<file path="config.mk">
export PLATFORM = sky130hd
export DESIGN_NAME = execute_jump_redirect
export DESIGN_NICKNAME = d
export VERILOG_FILES = /design/src/rtl/execute_jump_redirect.sv
export SDC_FILE = /design/constraint.sdc
export NUM_CORES = 1
export LEC_CHECK = 0
export ABC_AREA = 1
export BUFFER_PORTS_ARGS = -buffer_cell sky130_fd_sc_hd__buf_2
export CORE_ASPECT_RATIO = 0.75
export CORE_MARGIN = 2
export CORE_UTILIZATION = 54
export DETAILED_ROUTE_END_ITERATION = 16
export HOLD_SLACK_MARGIN = 0.03
export PLACE_DENSITY = 0.89
export REMOVE_ABC_BUFFERS = 1
export SYNTH_ARGS = -nofsm -noshare
export SYNTH_HDL_FRONTEND = slang
export SYNTH_SLANG_ARGS = --single-unit
</file>
<file path="constraint.sdc">
create_clock -name iCLOCK -period 2.1 [get_ports iCLOCK]
set_clock_uncertainty 0.1 [all_clocks]
set_input_delay 0.315 -clock iCLOCK [delete_from_list [all_inputs] [get_ports iCLOCK]]
set_output_delay 0.315 -clock iCLOCK [all_outputs]
set_load 0.1 [all_outputs]
</file>
<file path="src/rtl/execute_jump_redirect.sv">
// Execute-stage jump redirect: turns accepted jumps into a fetch redirect handshake plus
// frontend flush, and issues branch-predictor training pulses with saturating hit/miss counters.
module execute_jump_redirect #(
  parameter int unsigned FLUSH_DRAIN_CYCLES = 2,
  parameter int unsigned CNT_W              = 32
) (
  input  logic             iCLOCK,
  input  logic             inRESET,
  input  logic             iRESET_SYNC,
  input  logic             iEVENT_HOLD,
  input  logic             iEVENT_END,
  input  logic             iPREV_PREDICT_ENA,
  input  logic             iPREV_PREDICT_HIT,
  input  logic             iPREV_JUMP_VALID,
  input  logic [31:0]      iPREV_JUMP_ADDR,
  input  logic             iPREV_NORMAL_JUMP_INST,
  input  logic             iPREV_TYPE_BRANCH_VALID,
  input  logic             iPREV_TYPE_BRANCH_IB_VALID,
  input  logic             iPREV_TYPE_SYSREG_IDT_VALID,
  input  logic             iPREV_TYPE_SYSREG_PDT_VALID,
  input  logic             iPREV_TYPE_SYSREG_PSR_VALID,
  output logic             oPREV_BUSY,
  output logic             oFETCH_REDIRECT_VALID,
  output logic [31:0]      oFETCH_REDIRECT_ADDR,
  output logic [2:0]       oFETCH_REDIRECT_KIND,
  input  logic             iFETCH_REDIRECT_ACK,
  output logic             oPIPELINE_FLUSH,
  output logic             oBPRED_UPDATE_VALID,
  output logic             oBPRED_UPDATE_HIT,
  output logic [CNT_W-1:0] oPERF_HIT_CNT,
  output logic [CNT_W-1:0] oPERF_MISS_CNT
);

  localparam logic [1:0] ST_IDLE     = 2'd0;
  localparam logic [1:0] ST_REDIRECT = 2'd1;
  localparam logic [1:0] ST_DRAIN    = 2'd2;
  localparam logic [1:0] ST_RECOVER  = 2'd3;

  localparam logic [3:0] DRAIN_LOAD = 4'(FLUSH_DRAIN_CYCLES - 1);

  logic [1:0]       state_q, state_d;
  logic [3:0]       drain_q, drain_d;
  logic [31:0]      addr_q, addr_d;
  logic [2:0]       kind_q, kind_d;
  logic             upd_q, upd_d;
  logic             hit_q, hit_d;
  logic [CNT_W-1:0] hcnt_q, hcnt_d;
  logic [CNT_W-1:0] mcnt_q, mcnt_d;

  logic       jump_req;
  logic [2:0] kind_sel;
  logic       train;

  // Kind 0 is the fall-through encoding, so the plain branch type bit adds nothing.
  logic unused_branch_type;
  assign unused_branch_type = iPREV_TYPE_BRANCH_VALID;

  assign jump_req = iPREV_JUMP_VALID | iPREV_TYPE_BRANCH_IB_VALID | iPREV_TYPE_SYSREG_IDT_VALID
                  | iPREV_TYPE_SYSREG_PDT_VALID | iPREV_TYPE_SYSREG_PSR_VALID;
  assign train    = iPREV_PREDICT_ENA & ~iPREV_NORMAL_JUMP_INST;

  always_comb begin
    if (iPREV_TYPE_SYSREG_PSR_VALID)      kind_sel = 3'd4;
    else if (iPREV_TYPE_SYSREG_PDT_VALID) kind_sel = 3'd3;
    else if (iPREV_TYPE_SYSREG_IDT_VALID) kind_sel = 3'd2;
    else if (iPREV_TYPE_BRANCH_IB_VALID)  kind_sel = 3'd1;
    else                                  kind_sel = 3'd0;
  end

  always_comb begin
    state_d = state_q;
    drain_d = drain_q;
    addr_d  = addr_q;
    kind_d  = kind_q;
    upd_d   = 1'b0;
    hit_d   = 1'b0;
    hcnt_d  = hcnt_q;
    mcnt_d  = mcnt_q;
    if (iRESET_SYNC) begin
      state_d = ST_IDLE;
      drain_d = '0;
      addr_d  = '0;
      kind_d  = '0;
      hcnt_d  = '0;
      mcnt_d  = '0;
    end else if (iEVENT_HOLD || iEVENT_END) begin
      state_d = ST_IDLE;
      drain_d = '0;
      addr_d  = '0;
      kind_d  = '0;
    end else begin
      case (state_q)
        ST_IDLE: begin
          if (train) begin
            upd_d = 1'b1;
            hit_d = iPREV_PREDICT_HIT;
            if (iPREV_PREDICT_HIT) begin
              if (hcnt_q != '1) hcnt_d = hcnt_q + 1'b1;
            end else begin
              if (mcnt_q != '1) mcnt_d = mcnt_q + 1'b1;
            end
          end
          if (jump_req) begin
            addr_d  = iPREV_JUMP_ADDR;
            kind_d  = kind_sel;
            state_d = ST_REDIRECT;
          end
        end
        ST_REDIRECT: begin
          if (iFETCH_REDIRECT_ACK) begin
            state_d = ST_DRAIN;
            drain_d = DRAIN_LOAD;
          end
        end
        ST_DRAIN: begin
          if (drain_q == '0) state_d = ST_RECOVER;
          else               drain_d = drain_q - 1'b1;
        end
        // Inputs here belong to the squashed younger instruction and are dropped.
        ST_RECOVER: state_d = ST_IDLE;
        default:    state_d = ST_IDLE;
      endcase
    end
  end

  always_ff @(posedge iCLOCK or negedge inRESET) begin
    if (!inRESET) begin
      state_q <= ST_IDLE;
      drain_q <= '0;
      addr_q  <= '0;
      kind_q  <= '0;
      upd_q   <= 1'b0;
      hit_q   <= 1'b0;
      hcnt_q  <= '0;
      mcnt_q  <= '0;
    end else begin
      state_q <= state_d;
      drain_q <= drain_d;
      addr_q  <= addr_d;
      kind_q  <= kind_d;
      upd_q   <= upd_d;
      hit_q   <= hit_d;
      hcnt_q  <= hcnt_d;
      mcnt_q  <= mcnt_d;
    end
  end

  assign oPREV_BUSY            = (state_q == ST_REDIRECT) || (state_q == ST_DRAIN);
  assign oFETCH_REDIRECT_VALID = (state_q == ST_REDIRECT);
  assign oPIPELINE_FLUSH       = (state_q == ST_REDIRECT) || (state_q == ST_DRAIN);
  assign oFETCH_REDIRECT_ADDR  = addr_q;
  assign oFETCH_REDIRECT_KIND  = kind_q;
  assign oBPRED_UPDATE_VALID   = upd_q;
  assign oBPRED_UPDATE_HIT     = hit_q;
  assign oPERF_HIT_CNT         = hcnt_q;
  assign oPERF_MISS_CNT        = mcnt_q;

endmodule

</file>
==> metrics.md <==
| Metric | Value |
|---|---|
| CTS HTree Levels | `3` |
| CP startpoint kind | `flip-flop` |
| Hold crit path type | `in2reg` |
| Sw Ratio | `25.9%` |
| Setup Fix Bufs, Post-CTS | `0` |
| Number of global-route vias before repair | `5282` |
| Fill count | `922` |
| Post-synth cell types | `33` |
| Area growth syn-to-layout | `20.6%` |
| Initial Utilization | `56.0%` |
| Num Clock Sinks | `107` |
| Post-route ant nets | `0` |
| CTS max path bufs | `2` |
| Largest net degree at the start of global routing | `49` |
| Rel. slew slack | `65.3%` |
| Logic pwr share | `11.6%` |
| Utilization after layout | `67.5%` |
| Share of layout cells above drive strength 1 | `23.7%` |
| Rows | `33` |
| Cell-internal power | `3350 uW` |
| Clk Latency, worst-skew pair | `0.34 ns` |
| Sequential share of the synthesized area | `43.4%` |
| Gr usage total | `26.1%` |
| Die area | `0.0123 sq mm` |
| Mapped Area | `0.00617 sq mm` |
| Dpl hpwl | `11700 um` |
| Number of synthesized flops with an enable pin | `0` |
| Fin crit period | `1.99 ns` |
| DIE WIDTH | `127 um` |
| Gate Count Post-Synth | `821` |
| Worst EP arrival | `1.57 ns` |
| CTS clk-pin slew, worst paths | `0.07 ns` |
| IO Count | `151` |
| Gpl congestion | `0.971` |
| Critical path peak fanout | `3` |
| Sequential power share | `46.7%` |
| Via Count | `5857` |
| Port Buffer Count | `149` |
| Post-Route WL | `15600 um` |
| CTS tree | `yes` |
| Max-Cap Viols | `0` |
| Place WS | `0.0971 ns` |
| Status | `complete, no violations` |
| # DRC | `0` |
| GRT overflow | `0` |
| Initial drt markers | `483` |
| Clk root buf | `clkbuf_16` |
| Vias per Instance | `5.24` |
| First drt pass iteration count | `5` |
| F_max | `503 MHz` |
| Leakage | `0.00372 uW` |
| Pwr/cell area | `607 mW/mm^2` |
| Maximum vdd drop | `0.472 mV` |
| Slew Limit Fails | `0` |
| Synthesis-stage register bit count | `107` |
| Psw | `1170 uW` |
| Tightest Pin Transition | `0.520 ns` |
| Core area | `0.0110 sq mm` |
| Setup slack after layout | `0.113 ns` |
| Yosys warnings | `0` |
| Crit path capture type | `primary output` |
| CTS Buf Count | `9` |
| Worst setup path class | `reg2out` |
| Async SR Flop Fraction | `100%` |
| Initial antenna violation count | `1` |
| Data required time of the worst path | `1.68 ns` |
| Avg WL per Cell | `14.0 um` |
| Layout Nets | `1026` |
| Min Hold Slack | `0.114 ns` |
| Clock network power share | `41.7%` |
| First-pass GRT wire length | `25700 um` |
| Die H | `96.6 um` |
| Fin crit share | `94.6%` |
| Post-Syn Area per Cell | `7.52 sq um` |
| Hold Fails Final Rpt | `0` |
| Top FF cell, synth | `dfrtp_1` |
| Endpoints failing setup | `0` |
==> path summary, 6_finish.rpt <==
| check | start | endpoint | slack (ns) | depth (start not counted) |
|---|---|---|---|---|
| max reg2reg | oPERF_MISS_CNT[1]$_DFFE_PN0P_ | oPERF_MISS_CNT[15]$_DFFE_PN0P_ | 0.14 | 9 |
| min reg2reg | drain_q[1]$_DFFE_PN0P_ | drain_q[1]$_DFFE_PN0P_ | 0.40 | 2 |
| max in group asynchronous | inRESET | oPERF_MISS_CNT[16]$_DFFE_PN0P_ | 0.76 | 3 |
| min in group asynchronous | inRESET | oFETCH_REDIRECT_ADDR[6]$_DFFE_PN0P_ | 0.47 | 2 |
| max | state_q[1]$_DFFE_PN0P_ | oPREV_BUSY | 0.11 | 3 |
| min | iPREV_JUMP_ADDR[5] | oFETCH_REDIRECT_ADDR[5]$_DFFE_PN0P_ | 0.11 | 3 |
==> logic make-up after synthesis <==
group	synth area share [%]
buffers and inverters	8.03
adders and majority gates	1.42
and+or+nand+nor	32.2
DFF	43.4
xor gates and xnor gates	5.96
AOI/OAI and AO/OA	9.04
==> timing repair <==
item | in CTS | in global routing
hold buffers | 1 | 0
endpoints found under the hold margin | 38 | 0
setup endpoints to repair | 0 | 40
gates resized for setup | 0 | 4
==> worst max-delay path: stages (launching register included) <==
cell and delay (ns):
dfrtp_1 0.38, inv_1 0.07, ha_1 0.34, buf_2 0.45
==> registers in the layout, summed over array words and instances, names as in the netlist <==
register and count:
oFETCH_REDIRECT_ADDR 32, oPERF_HIT_CNT 32, oBPRED_UPDATE_HIT 1, oFETCH_REDIRECT_KIND 3, state_q 2, drain_q 4
oPERF_MISS_CNT 32, oBPRED_UPDATE_VALID 1
==> power by group through the flow <==
stage	Combinational, uW	Clock [uW]	Sequential [uW]
after CTS	526	1930	2110
after global routing	560	2010	2110
after global placement	515	0	2150
final	523	1880	2110
after floorplan	140	0	2340
after detailed placement	523	0	2150
==> placed cells by master, fill, tap and decap left out, types with 2 or more instances in the layout <==
cell,n
nor2_2,9
nand4_1,7
o21ai_0,43
xnor2_1,32
o21ai_1,24
xor2_1,10
ha_1,7
buf_2,148
bufinv_16,2
inv_1,82
and2_1,5
nor2_4,2
nand2_2,8
clkbuf_16,9
nor2_1,89
inv_2,3
nand2_1,260
nand3_4,2
nand3_2,2
clkbuf_8,3
a21oi_1,3
buf_4,11
buf_12,4
o21ai_2,23
nand3_1,71
dfrtp_1,107
==> routing by layer <==
metal  vias to the layer above  part of all wire [%]  global-route usage (%)
li1                       2884                     -                       -
met1                      2713                    46                    36.6
met4                         0                   1.5                    7.33
met2                       236                    44                    41.0
met5                         -                     0                       0
met3                        24                   8.4                    6.17
==> final cells by class <==
class | count | area [sq um] | share of cell area [%]
Timing Repair Buffer | 164 | 913 | 12.3
Antenna cell | 1 | 2.50 | 0.0336
Clock inverter | 3 | 68.8 | 0.925
Inverter | 85 | 319 | 4.29
Tap cell | 140 | 175 | 2.35
Clock buffer | 13 | 270 | 3.63
Sequential cell | 107 | 2680 | 36.0
Multi-Input combinational cell | 605 | 3020 | 40.5
==> synth_stat cells, types with 3 or more instances <==
library cell | number | area share [%]
nand2_1 | 261 | 16
dfrtp_1 | 107 | 43
nor2_1 | 91 | 5.5
inv_1 | 82 | 5.0
nand3_1 | 71 | 5.8
o21ai_0 | 43 | 3.5
xnor2_1 | 32 | 4.5
o21ai_1 | 24 | 1.9
o21ai_2 | 23 | 3.3
xor2_1 | 10 | 1.4
clkbuf_1 | 9 | 0.55
ha_1 | 7 | 1.4
nand2_2 | 7 | 0.71
nand4_1 | 7 | 0.71
nor2_2 | 7 | 0.71
and2_1 | 5 | 0.51
buf_6 | 5 | 0.91
a21oi_1 | 3 | 0.24
buf_2 | 3 | 0.24
buf_4 | 3 | 0.36
buf_8 | 3 | 0.73
inv_2 | 3 | 0.18
==> per-stage QoR <==
| stage | std cells | setup TNS (ns) | area [sq um] | total power, uW |
|---|---|---|---|---|
| after global placement | 1100 | 0 | 7070 | 2660 |
| after detailed placement | 1100 | 0 | 7070 | 2670 |
| final | 1118 | 0 | 7440 | 4520 |
| after global routing | 1117 | -0.00791 | 7440 | 4680 |
| after floorplan | 797 | -43.68 | 6000 | 2480 |
| after CTS | 1117 | 0 | 7420 | 4560 |
(Power assumes the default switching activity.)
